===== src/rtl/beat_scheduler.sv =====
// Beat sequencer: programmable beat divider, play/pause, direction
// and a captured loop window driving the music ROM beat index.
module beat_scheduler #(
  parameter int LEN      = 64,
  parameter int BASE_DIV = 12_500_000
) (
  input  logic        clk,
  input  logic        rst,
  input  logic        play_1p,
  input  logic        speed_up_1p,
  input  logic        speed_down_1p,
  input  logic        loop_en,
  input  logic [2:0]  loop_width,
  input  logic        reverse,
  output logic [11:0] ibeat,
  output logic        beat_tick,
  output logic        playing,
  output logic        loop_active,
  output logic [2:0]  speed_level
);

  typedef enum logic [1:0] {
    PAUSED,
    PLAYING,
    LOOPING
  } state_e;

  localparam logic [11:0] LAST  = 12'(LEN - 1);
  localparam logic [12:0] LEN13 = 13'(LEN);
  localparam logic [33:0] DIV0  = 34'(BASE_DIV) << 2;

  state_e      state_q, state_d;
  logic [31:0] cnt_q, cnt_d;
  logic [11:0] ibeat_q, ibeat_d;
  logic [11:0] start_q, start_d;
  logic [2:0]  speed_q, speed_d;
  logic        tick_q, tick_d;
  logic        play_q, play_d;
  logic        loop_q, loop_d;

  logic [33:0] div;
  logic        term;
  logic        adv;
  logic [2:0]  w;
  logic        wrap_all;
  logic [12:0] end_sum;
  logic [11:0] loop_end;
  logic [11:0] fwd, rev;

  always_comb begin
    w = loop_width;
    if (loop_width < 3'd2) w = 3'd2;
    if (loop_width > 3'd6) w = 3'd6;
    // a song shorter than the window just wraps normally
    wrap_all = LEN13 < {10'd0, w};
    end_sum  = {1'b0, start_q} + {10'd0, w} - 13'd1;
    loop_end = (end_sum >= LEN13) ? 12'(end_sum - LEN13)
                                  : end_sum[11:0];
    fwd  = (ibeat_q == LAST) ? 12'd0 : ibeat_q + 12'd1;
    rev  = (ibeat_q == 12'd0) ? LAST : ibeat_q - 12'd1;
    div  = DIV0 >> speed_q;
    term = {2'b00, cnt_q} >= (div - 34'd1);
  end

  always_comb begin
    state_d = state_q;
    start_d = start_q;
    cnt_d   = cnt_q;
    ibeat_d = ibeat_q;
    speed_d = speed_q;
    tick_d  = 1'b0;
    adv     = 1'b0;

    unique case (1'b1)
      speed_up_1p && !speed_down_1p && speed_q != 3'd4:
        speed_d = speed_q + 3'd1;
      speed_down_1p && !speed_up_1p && speed_q != 3'd0:
        speed_d = speed_q - 3'd1;
      default: ;
    endcase

    unique case (state_q)
      PAUSED: begin
        if (play_1p) begin
          state_d = loop_en ? LOOPING : PLAYING;
          if (loop_en) start_d = ibeat_q;
        end
      end
      PLAYING: begin
        if (play_1p) begin
          state_d = PAUSED;
        end else if (loop_en) begin
          state_d = LOOPING;
          start_d = ibeat_q;
        end
      end
      LOOPING: begin
        if (play_1p) state_d = PAUSED;
        else if (!loop_en) state_d = PLAYING;
      end
      default: state_d = PAUSED;
    endcase

    // a pause request beats a coincident advance
    if (state_q == PAUSED || play_1p) begin
      cnt_d = '0;
    end else if (term) begin
      cnt_d = '0;
      adv   = 1'b1;
    end else begin
      cnt_d = cnt_q + 32'd1;
    end

    if (adv) begin
      tick_d = 1'b1;
      if (state_q == LOOPING && !wrap_all) begin
        if (reverse)
          ibeat_d = (ibeat_q == start_q) ? loop_end : rev;
        else
          ibeat_d = (ibeat_q == loop_end) ? start_q : fwd;
      end else begin
        ibeat_d = reverse ? rev : fwd;
      end
    end

    play_d = state_d != PAUSED;
    loop_d = state_d == LOOPING;
  end

  always_ff @(posedge clk or negedge rst) begin
    if (!rst) begin
      state_q <= PAUSED;
      cnt_q   <= '0;
      ibeat_q <= '0;
      start_q <= '0;
      speed_q <= 3'd2;
      tick_q  <= 1'b0;
      play_q  <= 1'b0;
      loop_q  <= 1'b0;
    end else begin
      state_q <= state_d;
      cnt_q   <= cnt_d;
      ibeat_q <= ibeat_d;
      start_q <= start_d;
      speed_q <= speed_d;
      tick_q  <= tick_d;
      play_q  <= play_d;
      loop_q  <= loop_d;
    end
  end

  assign ibeat       = ibeat_q;
  assign beat_tick   = tick_q;
  assign playing     = play_q;
  assign loop_active = loop_q;
  assign speed_level = speed_q;

endmodule


===== config.mk =====
export PLATFORM = sky130hd
export DESIGN_NAME = beat_scheduler
export DESIGN_NICKNAME = d
export VERILOG_FILES = /design/src/rtl/beat_scheduler.sv
export SDC_FILE = /design/constraint.sdc
export NUM_CORES = 1
export LEC_CHECK = 0
export CORE_MARGIN = 5
export CORE_UTILIZATION = 55
export CTS_CLUSTER_DIAMETER = 200
export DETAILED_ROUTE_END_ITERATION = 12
export HOLD_SLACK_MARGIN = 0.15
export PLACE_DENSITY = 0.74
export RECOVER_POWER = 50
export SLEW_MARGIN = 20
export SYNTH_ARGS = -nofsm -noshare
export SYNTH_HDL_FRONTEND = slang
export SYNTH_SLANG_ARGS = --single-unit

===== constraint.sdc =====
create_clock -name clk -period 6.4 [get_ports clk]
set_clock_uncertainty 0.2 [all_clocks]
set_input_delay 0.64 -clock clk [delete_from_list [all_inputs] [get_ports clk]]
set_output_delay 0.64 -clock clk [all_outputs]
set_load 0.01 [all_outputs]

---- After elaboration in Yosys (flattened, before gate mapping) ----
Cells that the tools add are included.
cells by class
  add/sub/neg operators ................... 9
  multiply operators ...................... 0
  div/mod/pow operators ................... 0
  order comparisons ....................... 4
  eq/ne operators ......................... 9
  shift-type cells ........................ 1
  multiplexer cells ....................... 27
  bitwise gates (word level) .............. 0
  reductions and logical operators ........ 14
operator list
  operator                 number
  $mux W12                 11
  $mux W32                 2
  $ge A32 B34 Y1           1
  $shr A26 B3 Y34 const A  1
  $sub A34 B1 Y34 const B  1
  $add A32 B1 Y32 const B  1
  $eq A12 B12 Y1           2
  $pmux W12 S2             1
  $add A12 B3 Y13          1
  $ge A13 B7 Y1 const B    1
  $sub A13 B1 Y13 const B  1
  $add A12 B1 Y12 const B  1
  $eq A12 B6 Y1 const B    1
  $logic_not A12 Y1        1
  $mux W2                  6
  $sub A12 B1 Y12 const B  1
  $sub A12 B7 Y12 const B  1
  $mux W3                  2
  $pmux W2 S3              1
  $pmux W3 S2              1
  $reduce_bool A2 Y1       3
  $eq A2 B2 Y1 const B     2
  $logic_and A1 B1 Y1      4
  $ne A2 B2 Y1 const B     2
  12 further kinds         15
word-level totals
  bits in registers ....................... 64
  bits in latches ......................... 0
  memory bits (writable) .................. 0
  memory bits (read-only) ................. 0
  input bits .............................. 10
  memories kept ........................... 0

---- Longest topological paths before layout ----
  depth after elaboration ................. 11
  depth in mapped cells ................... 22
  mapped depth without buffers ............ 21

---- Worst setup path before layout ----
No wires, ideal clock.
  kind .................................... input to register
  start point ............................. input port loop_width[2]
  end point ............................... register ibeat_q[4] (netlist: ibeat[4])
  arrival time ............................ 4.500 ns
  slack ................................... 1.573 ns
  stages on the path ...................... 22
  buffers on the path ..................... 1
  cells stage by stage .................... inv_1 nor2_1 o21ai_0 ha_1 inv_1 ha_1 inv_1 fa_1 and2b_1 o2111a_1 or3_4 nand2_1 ha_1 o2111ai_1 a2111oi_0 xor2_1 a41o_1 xnor2_2 nor3_4 and2_4 buf_6 a311o_1
on the way
  cells in the longest elaborated chain, start to end .. 11
  elaborated cells between the ends (all ways) .. 14
  those cells by class .................... add/sub: 3; order compare: 3; eq/ne: 1; mux: 7
ends and longest elaborated chain
  element                                           line  source
  start, declared                                   13    input logic [2:0] loop_width,
  $lt A3 B2 Y1                                      52    if (loop_width < 3'd2) w = 3'd2;
  $mux W3                                           52
  $mux W3 (*)                                       53    if (loop_width > 3'd6) w = 3'd6;
  $add A12 B3 Y13 (*)                               56    end_sum = {1'b0, start_q} + {10'd0, w} - 13'd1;
  $sub A13 B1 Y13 (*)                               56
  $sub A12 B7 Y12 or $ge A13 B7 Y1 (tied branches)  57    loop_end = (end_sum >= LEN13) ? 12'(end_sum - LEN13)
  $mux W12 (*)                                      57
  $eq A12 B12 Y1                                    120   ibeat_d = (ibeat_q == loop_end) ? start_q : fwd;
  $mux W12                                          120
  $mux W12 (*)                                      117   if (reverse)
  $mux W12 (*)                                      116   if (state_q == LOOPING && !wrap_all) begin
  end signal, assigned                              143   ibeat_q <= ibeat_d;
  end, declared                                     34    logic [11:0] ibeat_q, ibeat_d;
Every way passes the cells marked *; elsewhere a longest branch is shown, timed or not.
A chain may end at the register's enable or synchronous reset.

---- Worst setup path in the final report ----
Same ends and word-level chain as after synthesis.

==> impl_metrics.tcl <==
set metrics [dict create \
    status "finished, violations left" \
    violations "max-capacitance violations, max-slew violations" \
    synthCells 759 \
    slew_headroom_pct -132 \
    grt_pass1_wl_mm 26.5 \
    drive_gt1_share_pct 5.06 \
    yosysSeqAreaShare_pct 26.8 \
    place.gp.congestion 1.00 \
    synth_top_area_share_pct 26.3 \
    first_pass_iters 5 \
    grt_max_degree 65 \
    path_max_fanout 13 \
    dp_slack_ns 0.530 \
    dieArea_um2 13100 \
    path_class "input pin to flip-flop" \
    clkSlewWorstSetupHoldPaths_ns 0.07 \
    rsz0062_at_grt "no" \
    fin_ws_ns 0.807 \
    cts_resized 0 \
    fin_nets 824 \
    vias_per_cell 6.21 \
    multi_input_area_um2 4050 \
    antenna_found_initial 0 \
    hpwl_mm 11.9 \
    ant_nets 0 \
    gr-usage-all-layers_pct 25.3 \
    avgRoutedWirePerCell_um 17.5 \
    die_x_um 114 \
    io_buffers 27 \
    fillers 963 \
    syn_to_final_growth_pct 8.82 \
    htreeDepth 3 \
    clock_latency_ns 0.36 \
    fin_setup_tns_ns 0 \
    slew_violations 65 \
    p_leak_uw 0.00274 \
    end_kind "flip-flop" \
    finalHoldViolations 0 \
    synthTopCellsByArea "dfrtp_1 (26%), ha_1 (9.6%), xnor2_1 (7.0%)" \
    ir_drop_uv 437 \
    hold_class "flip-flop to flip-flop" \
    ys.flop_type "dfrtp_1" \
    grt_pass1_vias 5352 \
    cts_tree "yes" \
    synth_edf_count 0 \
    layout_commonest_cell "nor2_1" \
    n_antenna_cell 0 \
    drtIter0Drc 625 \
    arrival_ns 5.63 \
    worstMarginPinSlew_ns 3.48 \
    routed_wirelength_mm 15.9 \
    synth.largest_area_cell "dfrtp_1" \
    fin_crit_sh_pct 87.4 \
    coreArea_um2 10700 \
    async_flop_share_pct 100 \
    core.rowCount 38 \
    ios 28 \
    power_density_nw_per_um2 536 \
    root_buffer "clkbuf_8" \
    setup_viol 0 \
    timing.fmax_mhz 179 \
    ys_ff_latch 64 \
    max_cap_viol_count 1 \
    clockBufferDepth 2 \
    critPathRequiredTime_ns 6.43 \
    final.min_clock_period_ns 5.59 \
    drc_errors 0 \
    die_h_um 114 \
    start_util_pct 55.7 \
    cts_sinks 64 \
    avgSynthCellArea_um2 7.89 \
    globalRouteOverflowTotal 0 \
    cp-start-kind "input pin" \
    syn_area_um2 5990 \
    final_core_util_pct 60.6 \
    synthDistinctLibCells 77 \
    seqCellArea_um2 1600 \
    mostFrequentLayoutCells "nor2_1 (79), dfrtp_1 (63), nand2_1 (59), a21oi_1 (53), xnor2_1 (48)" \
    cts_buffers 9 \
    postCtsSetupBuffers 0 \
    route.vias.total 5653 \
    postCtsHoldBufs 0 \
    yosys_warnings 0 \
]
==> registers in the layout, indices dropped and copies added (netlist names) <==
| name | flops |
|---|---|
| start_q | 12 |
| speed_level | 3 |
| playing | 1 |
| loop_active | 1 |
| ibeat | 12 |
| state_q | 2 |
| cnt_q | 32 |
| beat_tick | 1 |
==> kinds of logic after synthesis <==
group	Yosys count	synth area share, %
other	1	0.0626
DFF	64	26.8
adders and majority gates	48	10.3
and+or+nand+nor	295	24.8
muxes	5	0.878
AOI/OAI and AO/OA	184	20.2
xor gates and xnor gates	75	11.1
buffers and inverters	87	5.87
==> final cells by class <==
type / count / share of cell area, %
Inverter: 46 / 2.65
Clock inverter: 6 / 1.31
Multi-Input combinational cell: 612 / 62.2
Clock buffer: 9 / 1.90
Tap cell: 140 / 2.69
Sequential cell: 64 / 24.6
Timing Repair Buffer: 33 / 4.65
==> final timing paths <==
check | cells past startpoint | to | slack [ns] | start
worst max-delay path | 18 | ibeat[4] | 0.81 | loop_width[2]
worst min-delay path | 1 | cnt_q[0] | 0.30 | cnt_q[0]
worst max register to register | 16 | ibeat[4] | 1.18 | start_q[2]
worst min register to register | 1 | cnt_q[0] | 0.30 | cnt_q[0]
max in group asynchronous | 2 | ibeat[4] | 2.68 | rst
min in group asynchronous | 2 | cnt_q[16] | 1.37 | rst
==> layer usage <==
metal / global-route usage (%) / up-vias / part of all wire (%)
met5: 0 / - / 0
met4: 8.87 / 0 / 1.5
met3: 6.18 / 21 / 11
met2: 35.8 / 271 / 42
met1: 37.2 / 2648 / 46
li1: - / 2713 / -
==> worst max-delay path, stage by stage <==
cell             delay (ns)
clkdlybuf4s50_1        0.47
inv_1                  0.06
nor2_1                 0.15
ha_1                   0.22
inv_1                  0.06
ha_1                   0.28
a211oi_1               0.56
o21ai_1                0.27
xor2_1                 0.43
ha_1                   0.25
nand4_1                0.09
a211o_1                0.31
o211a_1                0.27
nor3_2                 0.31
nor3_1                 0.13
nor4bb_4               0.64
a21oi_1                0.13
a311o_1                0.35
==> stage by stage <==
stage / total power [µW] / hold WS (ns) / cells / area (µm²)
global route: 3810 / 0.362 / 910 / 6510
floorplan: 2510 / 0.144 / 763 / 6000
CTS: 3450 / 0.290 / 910 / 6520
finish: 3490 / 0.304 / 910 / 6510
detailed placement: 3040 / 0.296 / 895 / 6310
global placement: 2980 / 0.289 / 895 / 6310
==> power breakdown <==
part           internal [µW]  total [µW]  switching, µW
sequential               485         699            214
clock                    216         388            172
combinational            965        2400           1440
total                   1670        3490           1830
==> Yosys cell counts, types with 6 or more instances <==
master / count
nand3_1: 32
a31oi_1: 11
a21oi_1: 53
nand2b_1: 10
o211ai_1: 10
and2_1: 7
nor3_1: 29
o21ai_0: 39
nand4_1: 15
a211oi_1: 6
o2111ai_1: 6
and3_1: 16
clkbuf_1: 33
inv_1: 44
ha_1: 46
nor4_1: 8
nand2_1: 59
nor2_1: 79
dfrtp_1: 63
xor2_1: 26
xnor2_1: 48
nor2b_1: 12
a21o_1: 11
(Power assumes the default switching activity.)
